$ cat config.mk
export PLATFORM = sky130hd
export DESIGN_NAME = agm_seq
export DESIGN_NICKNAME = d
export VERILOG_FILES = /design/src/rtl/agm_seq_pkg.sv /design/src/rtl/agm_seq_dly.sv /design/src/rtl/agm_seq.sv
export SDC_FILE = /design/constraint.sdc
export NUM_CORES = 1
export LEC_CHECK = 0
export BUFFER_PORTS_ARGS = -buffer_cell sky130_fd_sc_hd__buf_2
export CORE_MARGIN = 2
export CORE_UTILIZATION = 45
export CTS_CLUSTER_DIAMETER = 100
export DETAILED_ROUTE_END_ITERATION = 12
export GPL_TIMING_DRIVEN = 0
export PLACE_DENSITY = 0.74
export SLEW_MARGIN = 30
export SYNTH_ARGS = -nofsm -noshare
export SYNTH_HDL_FRONTEND = slang
export SYNTH_SLANG_ARGS = --single-unit
$ cat constraint.sdc
create_clock -name CLK -period 5.05 [get_ports CLK]
set_input_delay 0.2525 -clock CLK [delete_from_list [all_inputs] [get_ports CLK]]
set_output_delay 0.2525 -clock CLK [all_outputs]
set_load 0.005 [all_outputs]
$ cat src/rtl/agm_seq_pkg.sv
// Shared constants and state encoding for the row-fetch / row-drain sequencer.
// No logic of its own; sizes one BRAM row as 2048 bytes written, 512 words read.
// Imported by agm_seq and agm_seq_dly.
package agm_seq_pkg;

    // One row as seen from each BRAM port
    localparam int ROW_BYTES = 2048;
    localparam int ROW_WORDS = 512;

    // Counter widths: fetch counter counts 0..2047, word counters need to reach 512
    localparam int FETCH_W = 12;
    localparam int WORD_W  = 10;

    // Deepest supported external-memory read latency
    localparam int MAX_MEM_LAT = 4;

    typedef enum logic [2:0] {
        ST_IDLE  = 3'd0,
        ST_FETCH = 3'd1,
        ST_FLUSH = 3'd2,
        ST_DRAIN = 3'd3,
        ST_DONE  = 3'd4
    } state_t;

endpackage

$ cat src/rtl/agm_seq_dly.sv
// Purpose: DEPTH-stage 1-bit delay line aligning BRAM port A writes with returning memory data.
// Latency: q follows d after exactly DEPTH clock cycles.
// Backpressure: none; shifts every cycle, synchronous clear on rst empties the line.
module agm_seq_dly
    import agm_seq_pkg::*;
#(
    parameter int DEPTH = 1
) (
    input  logic clk,
    input  logic rst,
    input  logic d,
    output logic q
);

    logic [DEPTH-1:0] sr;

    // Shift one stage per cycle; reset drops any in-flight write strobes
    always_ff @(posedge clk) begin
        if (rst) begin
            sr <= '0;
        end else begin
            sr[0] <= d;
            for (int i = 1; i < DEPTH; i++) begin
                sr[i] <= sr[i-1];
            end
        end
    end

    assign q = sr[DEPTH-1];

endmodule

$ cat src/rtl/agm_seq.sv
// Purpose: sequences one row fetch (2048 bytes into BRAM port A) then a 512-word drain from port B;
// Latency: first fetch 1 cycle after start, writes trail fetches by MEM_LAT, port B data 1 cycle after EN_B.
// Backpressure: mem_ready low stalls the fetch; out_ready low holds the port B word. Optional AGM_SEQ_AUTOROW_EN.
module agm_seq
    import agm_seq_pkg::*;
#(
    parameter  int MEM_LAT  = 1,
    parameter  int NUM_ROWS = 128,
    localparam int ROW_W    = (NUM_ROWS > 1) ? $clog2(NUM_ROWS) : 1
) (
    input  logic             CLK,
    input  logic             rst,
    input  logic             start,
    input  logic             mem_ready,
    input  logic             out_ready,
    output logic             e_mem_addr_en,
    output logic             stall,
    output logic             w_bram_addr_en,
    output logic             WE_A,
    output logic             r_bram_addr_en,
    output logic             EN_B,
    output logic             out_valid,
    output logic             busy,
    output logic             done,
    output logic [ROW_W-1:0] row_idx
);

    localparam logic [FETCH_W-1:0] FETCH_LAST = FETCH_W'(ROW_BYTES - 1);
    localparam logic [WORD_W-1:0]  WORDS_ALL  = WORD_W'(ROW_WORDS);
    localparam logic [WORD_W-1:0]  WORDS_LAST = WORD_W'(ROW_WORDS - 1);
    localparam logic [2:0]         FLUSH_LAST = 3'(MEM_LAT - 1);
    localparam logic [ROW_W-1:0]   LAST_ROW   = ROW_W'(NUM_ROWS - 1);

    state_t             state;
    state_t             state_nxt;
    logic [FETCH_W-1:0] fetch_cnt;
    logic [2:0]         flush_cnt;
    logic [WORD_W-1:0]  rd_issued;
    logic [WORD_W-1:0]  rd_accepted;
    logic               accept;

    // A word leaves port B when it is on the bus and downstream takes it
    assign accept = out_valid && out_ready;

    // State register
    always_ff @(posedge CLK) begin
        if (rst) begin
            state <= ST_IDLE;
        end else begin
            state <= state_nxt;
        end
    end

    // Next-state and strobe decode
    always_comb begin
        state_nxt      = state;
        e_mem_addr_en  = 1'b0;
        stall          = 1'b0;
        r_bram_addr_en = 1'b0;
        done           = 1'b0;
        case (state)
            ST_IDLE: begin
                if (start) begin
                    state_nxt = ST_FETCH;
                end
            end
            ST_FETCH: begin
                e_mem_addr_en = mem_ready;
                stall         = !mem_ready;
                if (mem_ready && (fetch_cnt == FETCH_LAST)) begin
                    state_nxt = ST_FLUSH;
                end
            end
            ST_FLUSH: begin
                // Let the last MEM_LAT reads land in BRAM before reading it back
                if (flush_cnt == FLUSH_LAST) begin
                    state_nxt = ST_DRAIN;
                end
            end
            ST_DRAIN: begin
                // Only read a new word when the output register is free or being emptied
                r_bram_addr_en = (rd_issued < WORDS_ALL) && (!out_valid || out_ready);
                if (accept && (rd_accepted == WORDS_LAST)) begin
                    state_nxt = ST_DONE;
                end
            end
            ST_DONE: begin
`ifdef AGM_SEQ_AUTOROW_EN
                // Chain straight into the next row until the frame is complete
                if (row_idx != LAST_ROW) begin
                    state_nxt = ST_FETCH;
                end else begin
                    state_nxt = ST_IDLE;
                    done      = 1'b1;
                end
`else
                state_nxt = ST_IDLE;
                done      = 1'b1;
`endif
            end
            default: begin
                state_nxt = ST_IDLE;
            end
        endcase
    end

    // Per-state counters clear whenever their state is left, so each row starts from zero
    always_ff @(posedge CLK) begin
        if (rst) begin
            fetch_cnt   <= '0;
            flush_cnt   <= '0;
            rd_issued   <= '0;
            rd_accepted <= '0;
        end else begin
            fetch_cnt   <= (state == ST_FETCH) ? fetch_cnt + FETCH_W'(e_mem_addr_en) : '0;
            flush_cnt   <= (state == ST_FLUSH) ? flush_cnt + 3'd1 : '0;
            rd_issued   <= (state == ST_DRAIN) ? rd_issued + WORD_W'(r_bram_addr_en) : '0;
            rd_accepted <= (state == ST_DRAIN) ? rd_accepted + WORD_W'(accept) : '0;
        end
    end

    // Port B output register occupancy: set by a read, cleared by an accept, else held
    always_ff @(posedge CLK) begin
        if (rst) begin
            out_valid <= 1'b0;
        end else if (r_bram_addr_en) begin
            out_valid <= 1'b1;
        end else if (out_ready) begin
            out_valid <= 1'b0;
        end
    end

    // Row index advances once per completed row and wraps at the frame boundary
    always_ff @(posedge CLK) begin
        if (rst) begin
            row_idx <= '0;
        end else if (state == ST_DONE) begin
            row_idx <= (row_idx == LAST_ROW) ? '0 : row_idx + ROW_W'(1);
        end
    end

    // Port A write strobe trails the memory read strobe by the memory latency
    agm_seq_dly #(
        .DEPTH (MEM_LAT)
    ) u_dly (
        .clk (CLK),
        .rst (rst),
        .d   (e_mem_addr_en),
        .q   (w_bram_addr_en)
    );

    assign WE_A = w_bram_addr_en;
    assign EN_B = r_bram_addr_en;
    assign busy = (state != ST_IDLE);

endmodule
Word-level counts from Yosys, hierarchy flattened
Cells that the tools add are included.
{"block": "op_classes", "bitwise_logic": 3, "order_cmp": 1, "n_addsub": 5, "n_reduce_logical": 15, "n_eq_ne": 11, "n_mux": 12}
{"op": "adder 10 x 1 -> 10 bit", "n": 2}
{"op": "adder 12 x 1 -> 12 bit", "n": 1}
{"op": "== test 12 x 11 -> 1 bit, second input constant", "n": 1}
{"op": "two-way mux 3 bit", "n": 4}
{"op": "one-hot mux 3 bit (4 select lines)", "n": 1}
{"op": "== test 10 x 9 -> 1 bit, second input constant", "n": 1}
{"op": "< comparator 10 bit, second input constant", "n": 1}
{"op": "!= test 2 bit, second input constant", "n": 4}
{"op": "adder 7 x 1 -> 7 bit, second input constant", "n": 1}
{"op": "== test 7 bit, second input constant", "n": 1}
{"op": "two-way mux 7 bit", "n": 1}
{"op": "== test 3 x 2 -> 1 bit, second input constant", "n": 2}
{"op": "zero test 3 bit", "n": 2}
{"op": "two-way mux 1 bit", "n": 6}
{"op": "OR reduction 2 bit", "n": 3}
{"op": "logical AND 1 bit", "n": 4}
{"op": "AND reduction 4 bit", "n": 1}
{"op": "adder 3 x 1 -> 3 bit, second input constant", "n": 1}
{"op": "== test 3 x 1 -> 1 bit, second input constant", "n": 1}
{"op": "== test 3 bit, second input constant", "n": 1}
{"op": "inverter 1 bit", "n": 3}
{"op": "nonzero test 3 bit", "n": 1}
{"op": "zero test 1 bit", "n": 2}
{"op": "nonzero test 2 bit", "n": 1}
{"op": "logical OR 1 bit", "n": 1}
{"block": "word_totals", "output_inout_bits": 16, "ff_bits": 47, "elab_cells": 55, "input_bits": 5}

Depth between registers and ports, before layout
{"block": "logic_depth", "word_depth": 5, "depth_mapped": 9, "mapped_depth_nobuf": 8}

By module
A second synthesis with hierarchy kept.
{"block": "unflattened", "cells_unflattened": 229, "hier_area_um2": 2088.3}
{"mod": "agm_seq", "seq_area_each_um2": 920.9, "n_inst": 1, "area_per_inst_um2": 2054.5, "cells_each": 227}
{"mod": "agm_seq_dly", "seq_area_each_um2": 20.0, "n_inst": 1, "area_per_inst_um2": 33.8, "cells_each": 2}

Least setup slack after synthesis
Ideal clock, no wire load.
{"block": "synth_timing", "path_kind": "reg2reg", "startpoint": "register state[1]", "endpoint": "register fetch_cnt[10]", "n_path_buf": 1, "setup_ns": 0.114, "stages_incl_launch_ff": 10, "required_ns": 4.936, "arrival_time_ns": 1.871, "synth_period_minus_slack_ns": 1.986, "slack_ns": 3.064, "path_cell_list": "dfxtp_1 buf_2 or3b_4 nor2_1 ha_1 ha_1 and4_1 nand4_1 xor2_1 nor2_1"}
{"block": "synth_between", "elab_chain_len": 3, "elab_cells_between_ends": 5, "classes_between": "1 x add/sub; 1 x eq/ne; 1 x mux; 1 x bitwise; 1 x reduce/logical"}
{"element": "start, declared", "line": "agm_seq.sv:34", "text": "state_t state;"}
{"element": "start signal, assigned", "line": "agm_seq.sv:50", "text": "state <= state_nxt;"}
{"element": "== test 3 x 1 -> 1 bit", "line": "agm_seq.sv:61", "text": "case (state)"}
{"element": "two-way mux 1 bit", "line": "agm_seq.sv:61"}
{"element": "named net e_mem_addr_en", "line": "agm_seq.sv:16", "text": "output logic e_mem_addr_en,"}
{"element": "adder 12 x 1 -> 12 bit", "line": "agm_seq.sv:115", "text": "fetch_cnt <= (state == ST_FETCH) ? fetch_cnt + FETCH_W'(e_mem_addr_en) : '0;"}
{"element": "end signal, assigned", "line": "agm_seq.sv:115"}
{"element": "end, declared", "line": "agm_seq.sv:36", "text": "logic [FETCH_W-1:0] fetch_cnt;"}
The timed path passes the listed nets, and every way through them passes these cells.
A chain may end at the register's enable or synchronous reset.

Worst setup path after layout
{"block": "layout_timing", "startpoint": "register state[0]", "endpoint": "register fetch_cnt[10]"}
{"block": "layout_between", "elab_chain_len": 3, "elab_cells_between_ends": 5, "classes_between": "1 x add/sub; 1 x eq/ne; 1 x mux; 1 x bitwise; 1 x reduce/logical"}
{"element": "== test 3 x 1 -> 1 bit *", "line": "agm_seq.sv:61, agm_seq.sv:115"}
{"element": "two-way mux 1 bit or inverter 1 bit (tied branches)"}
{"element": "adder 12 x 1 -> 12 bit or OR reduction 2 bit (tied branches)"}
Mark *: on every way between the ends. The rest lies on a longest branch, timed or not.

==> flow_summary.toml <==
[floorplanning]
dieArea_mm2 = 0.00513
io_pins = 21
start_util_pct = 46.9
die_w_um = 71.6
core_area_mm2 = 0.00438
fp-row-count = 24
die_y_um = 71.6

[place]
globalplace.congestion = 0.764
io_buffer_count = 20
placed_cell_area_mm2 = 0.00222
hpwl_um = 2610

[yosys]
synthCells = 226
synth_nets = 241
ys.flop_type = "dfxtp_1"
yosys_warnings = 0
synth-async-reset-ratio_pct = 0
synth_edf_count = 0
syn_avg_cell_area_um2 = 9.11
synth_cell_types = 37
syn_area_mm2 = 0.00206
yosysSeqAreaShare_pct = 45.7
synth.ff_latch_count = 47

[power]
p_switching_uw = 135
p_int_uw = 542
p_seq_share_pct = 55.2
combinationalPowerShare_pct = 2.9
power.total_uw = 677
p_sw_share_pct = 19.9
power_frac_clock_pct = 41.8
cellPowerDensity_mw_per_mm2 = 289
p_leak_nw = 0.908
peakVddDrop_mv = 0.119

[worst_setup_path]
cp-start-kind = "flop"
rrSetupSlack_ns = 2.94
path_max_fanout = 7
crit_required_ns = 5.25
crit_type = "reg -> reg"
end_kind = "flop"
rr_worst_depth = 8
rr_startpoint = "state[0]$_SDFFE_PP0P_"
reg2reg_to = "fetch_cnt[10]$_SDFF_PP0_"
arrival_ns = 2.31

[layout]
layout_commonest_cell = "dfxtp_1"
final_area_mm2 = 0.00234
seqCellArea_um2 = 941
area_delta_synth_final_pct = 13.7
antenna_cells = 0
layout-drive-gt1-share_pct = 15.7
nets = 268
fillCellCount = 401
layout_common_cells = "dfxtp_1, nor2_1, buf_2"
multi_input_area_mm2 = 0.00105

[routing]
drt-initial-drc-count = 90
drc_errors = 0
viasPerCell = 5.08
wl_per_cell_um = 11.6
wl_um = 3550
ant_nets = 0
first_pass_iters = 4
vias = 1555

[clocking]
insertion_delay_ns = 0.30
clk_path_buf_depth = 2
clkTransAtPathRegs_ns = 0.09
holdBufCountCts = 0
h-tree-depth = 2
cts-root-buf = "clkbuf_8"
cts_tree = "yes"
post_cts_buffers = 0
cts_made_buffers = 5
postCtsResizedCells = 0
cts.sinks = 47

[global_route]
overflow = 0
antenna_found_initial = 0
grt_pass1_vias = 1502
track_usage_pct = 15.4
grt_pass1_wl_um = 6350
grt_max_degree = 15

[worst_hold_path]
worstHoldPathCells = 3
min_to = "u_dly.q$_SDFF_PP0_"
hold_path.class = "in -> reg"
hold_start = "mem_ready"

[sta]
tightest_slew_ns = 0.490
finClkSkew_ns = 0.00749
fmax_mhz = 474
min_period_ns = 2.11
fin_crit_sh_pct = 41.7
final_max_slew_viol_count = 0
setup_violations = 0
hold_viol = 0
grt_setup_unrepaired = "no"
fin_setup_tns_ns = 0
slew_headroom_pct = 67.1

[outcome]
status = "completed"

[job]
cap_violations = 0
==> logic make-up after synthesis <==
logic type	share of synthesized area, %
AOI/OAI and AO/OA	5.23
xor gates and xnor gates	11.9
adders and majority gates	6.08
buffers and inverters	3.10
DFF	45.7
and+or+nand+nor	28.0
==> synthesized netlist by cell type (all sizes together) (2+ instances only) <==
library cell   n  area share, %
a21oi          6            1.5
and2           6            1.8
and3           4            1.2
and4           2           0.85
buf            6            2.0
dfxtp         47             46
ha            10            6.1
inv            5           0.91
nand2         15            2.7
nand3          9            2.2
nand3b         2           0.73
nand4         10            3.0
nor2          38            6.9
nor3           5            1.2
nor4           4            1.2
o21ai          7            1.7
or2            2           0.73
or3            7            2.2
xnor2         11            4.7
xor2          17            7.2
==> registers in the layout (all words and copies together) (netlist names) <==
signal       flops
row_idx          7
rd_issued       10
fetch_cnt       12
flush_cnt        3
u_dly.q          1
rd_accepted     10
out_valid        1
state            3
==> worst max-delay path by stage <==
stage	from	endpoint	slack (ns)	depth (start not counted)
6_report	state[0]$_SDFFE_PP0P_	fetch_cnt[10]$_SDFF_PP0_	2.94	8
3_3_place_gp	state[1]$_SDFFE_PP0P_	rd_issued[8]$_SDFF_PP0_	2.92	8
3_5_place_dp	state[0]$_SDFFE_PP0P_	fetch_cnt[10]$_SDFF_PP0_	2.92	8
2_1_floorplan	state[1]$_SDFFE_PP0P_	fetch_cnt[10]$_SDFF_PP0_	3.06	9
4_1_cts	state[1]$_SDFFE_PP0P_	rd_issued[8]$_SDFF_PP0_	2.89	8
5_1_grt	state[0]$_SDFFE_PP0P_	fetch_cnt[10]$_SDFF_PP0_	2.71	8
==> final cells by class <==
type / instances / area share [%]
Clock buffer: 6 / 3.53
Multi-Input combinational cell: 167 / 45.0
Inverter: 5 / 0.802
Tap cell: 52 / 2.78
Sequential cell: 47 / 40.2
Timing Repair Buffer: 20 / 4.28
Buffer: 7 / 1.92
Clock inverter: 2 / 1.50
==> power groups by stage <==
| stage | sequential, mW | clock, mW | combinational, mW |
|---|---|---|---|
| floorplan | 0.382 | 0 | 0.0130 |
| global placement | 0.383 | 0 | 0.0201 |
| detailed placement | 0.383 | 0 | 0.0202 |
| CTS | 0.374 | 0.294 | 0.0203 |
| global route | 0.374 | 0.309 | 0.0227 |
| finish | 0.374 | 0.283 | 0.0199 |
==> worst max-delay path, cell delays in order, from the launching register on <==
cell and delay, ns:
dfxtp_1 0.44, or3b_4 0.43, nor2_1 0.20, ha_1 0.19, ha_1 0.19, and4_1 0.25
nand4_1 0.12, xor2_1 0.14, nor2_1 0.05
==> metal layers <==
metal / routed length (um) / part of all wire, % / track usage [%] / vias to the layer above
li1: - / - / - / 823
met1: 1810 / 51 / 20.7 / 700
met3: 133 / 3.8 / 4.22 / 6
met4: 55 / 1.6 / 5.66 / 0
met2: 1540 / 44 / 23.9 / 26
met5: 0 / 0 / 0 / -
==> per-stage QoR <==
stage | utilization (%) | hold WS, ns | std cells | setup WS (ns)
floorplan | - | 0.400 | 226 | 3.06
global placement | 50.7 | 0.435 | 298 | 2.92
detailed placement | 50.7 | 0.468 | 298 | 2.92
CTS | 53.4 | 0.199 | 306 | 2.89
global route | 53.4 | 0.234 | 306 | 2.71
finish | 53.4 | 0.208 | 306 | 2.94
No activity file was read; power rests on OpenSTA's default activity.
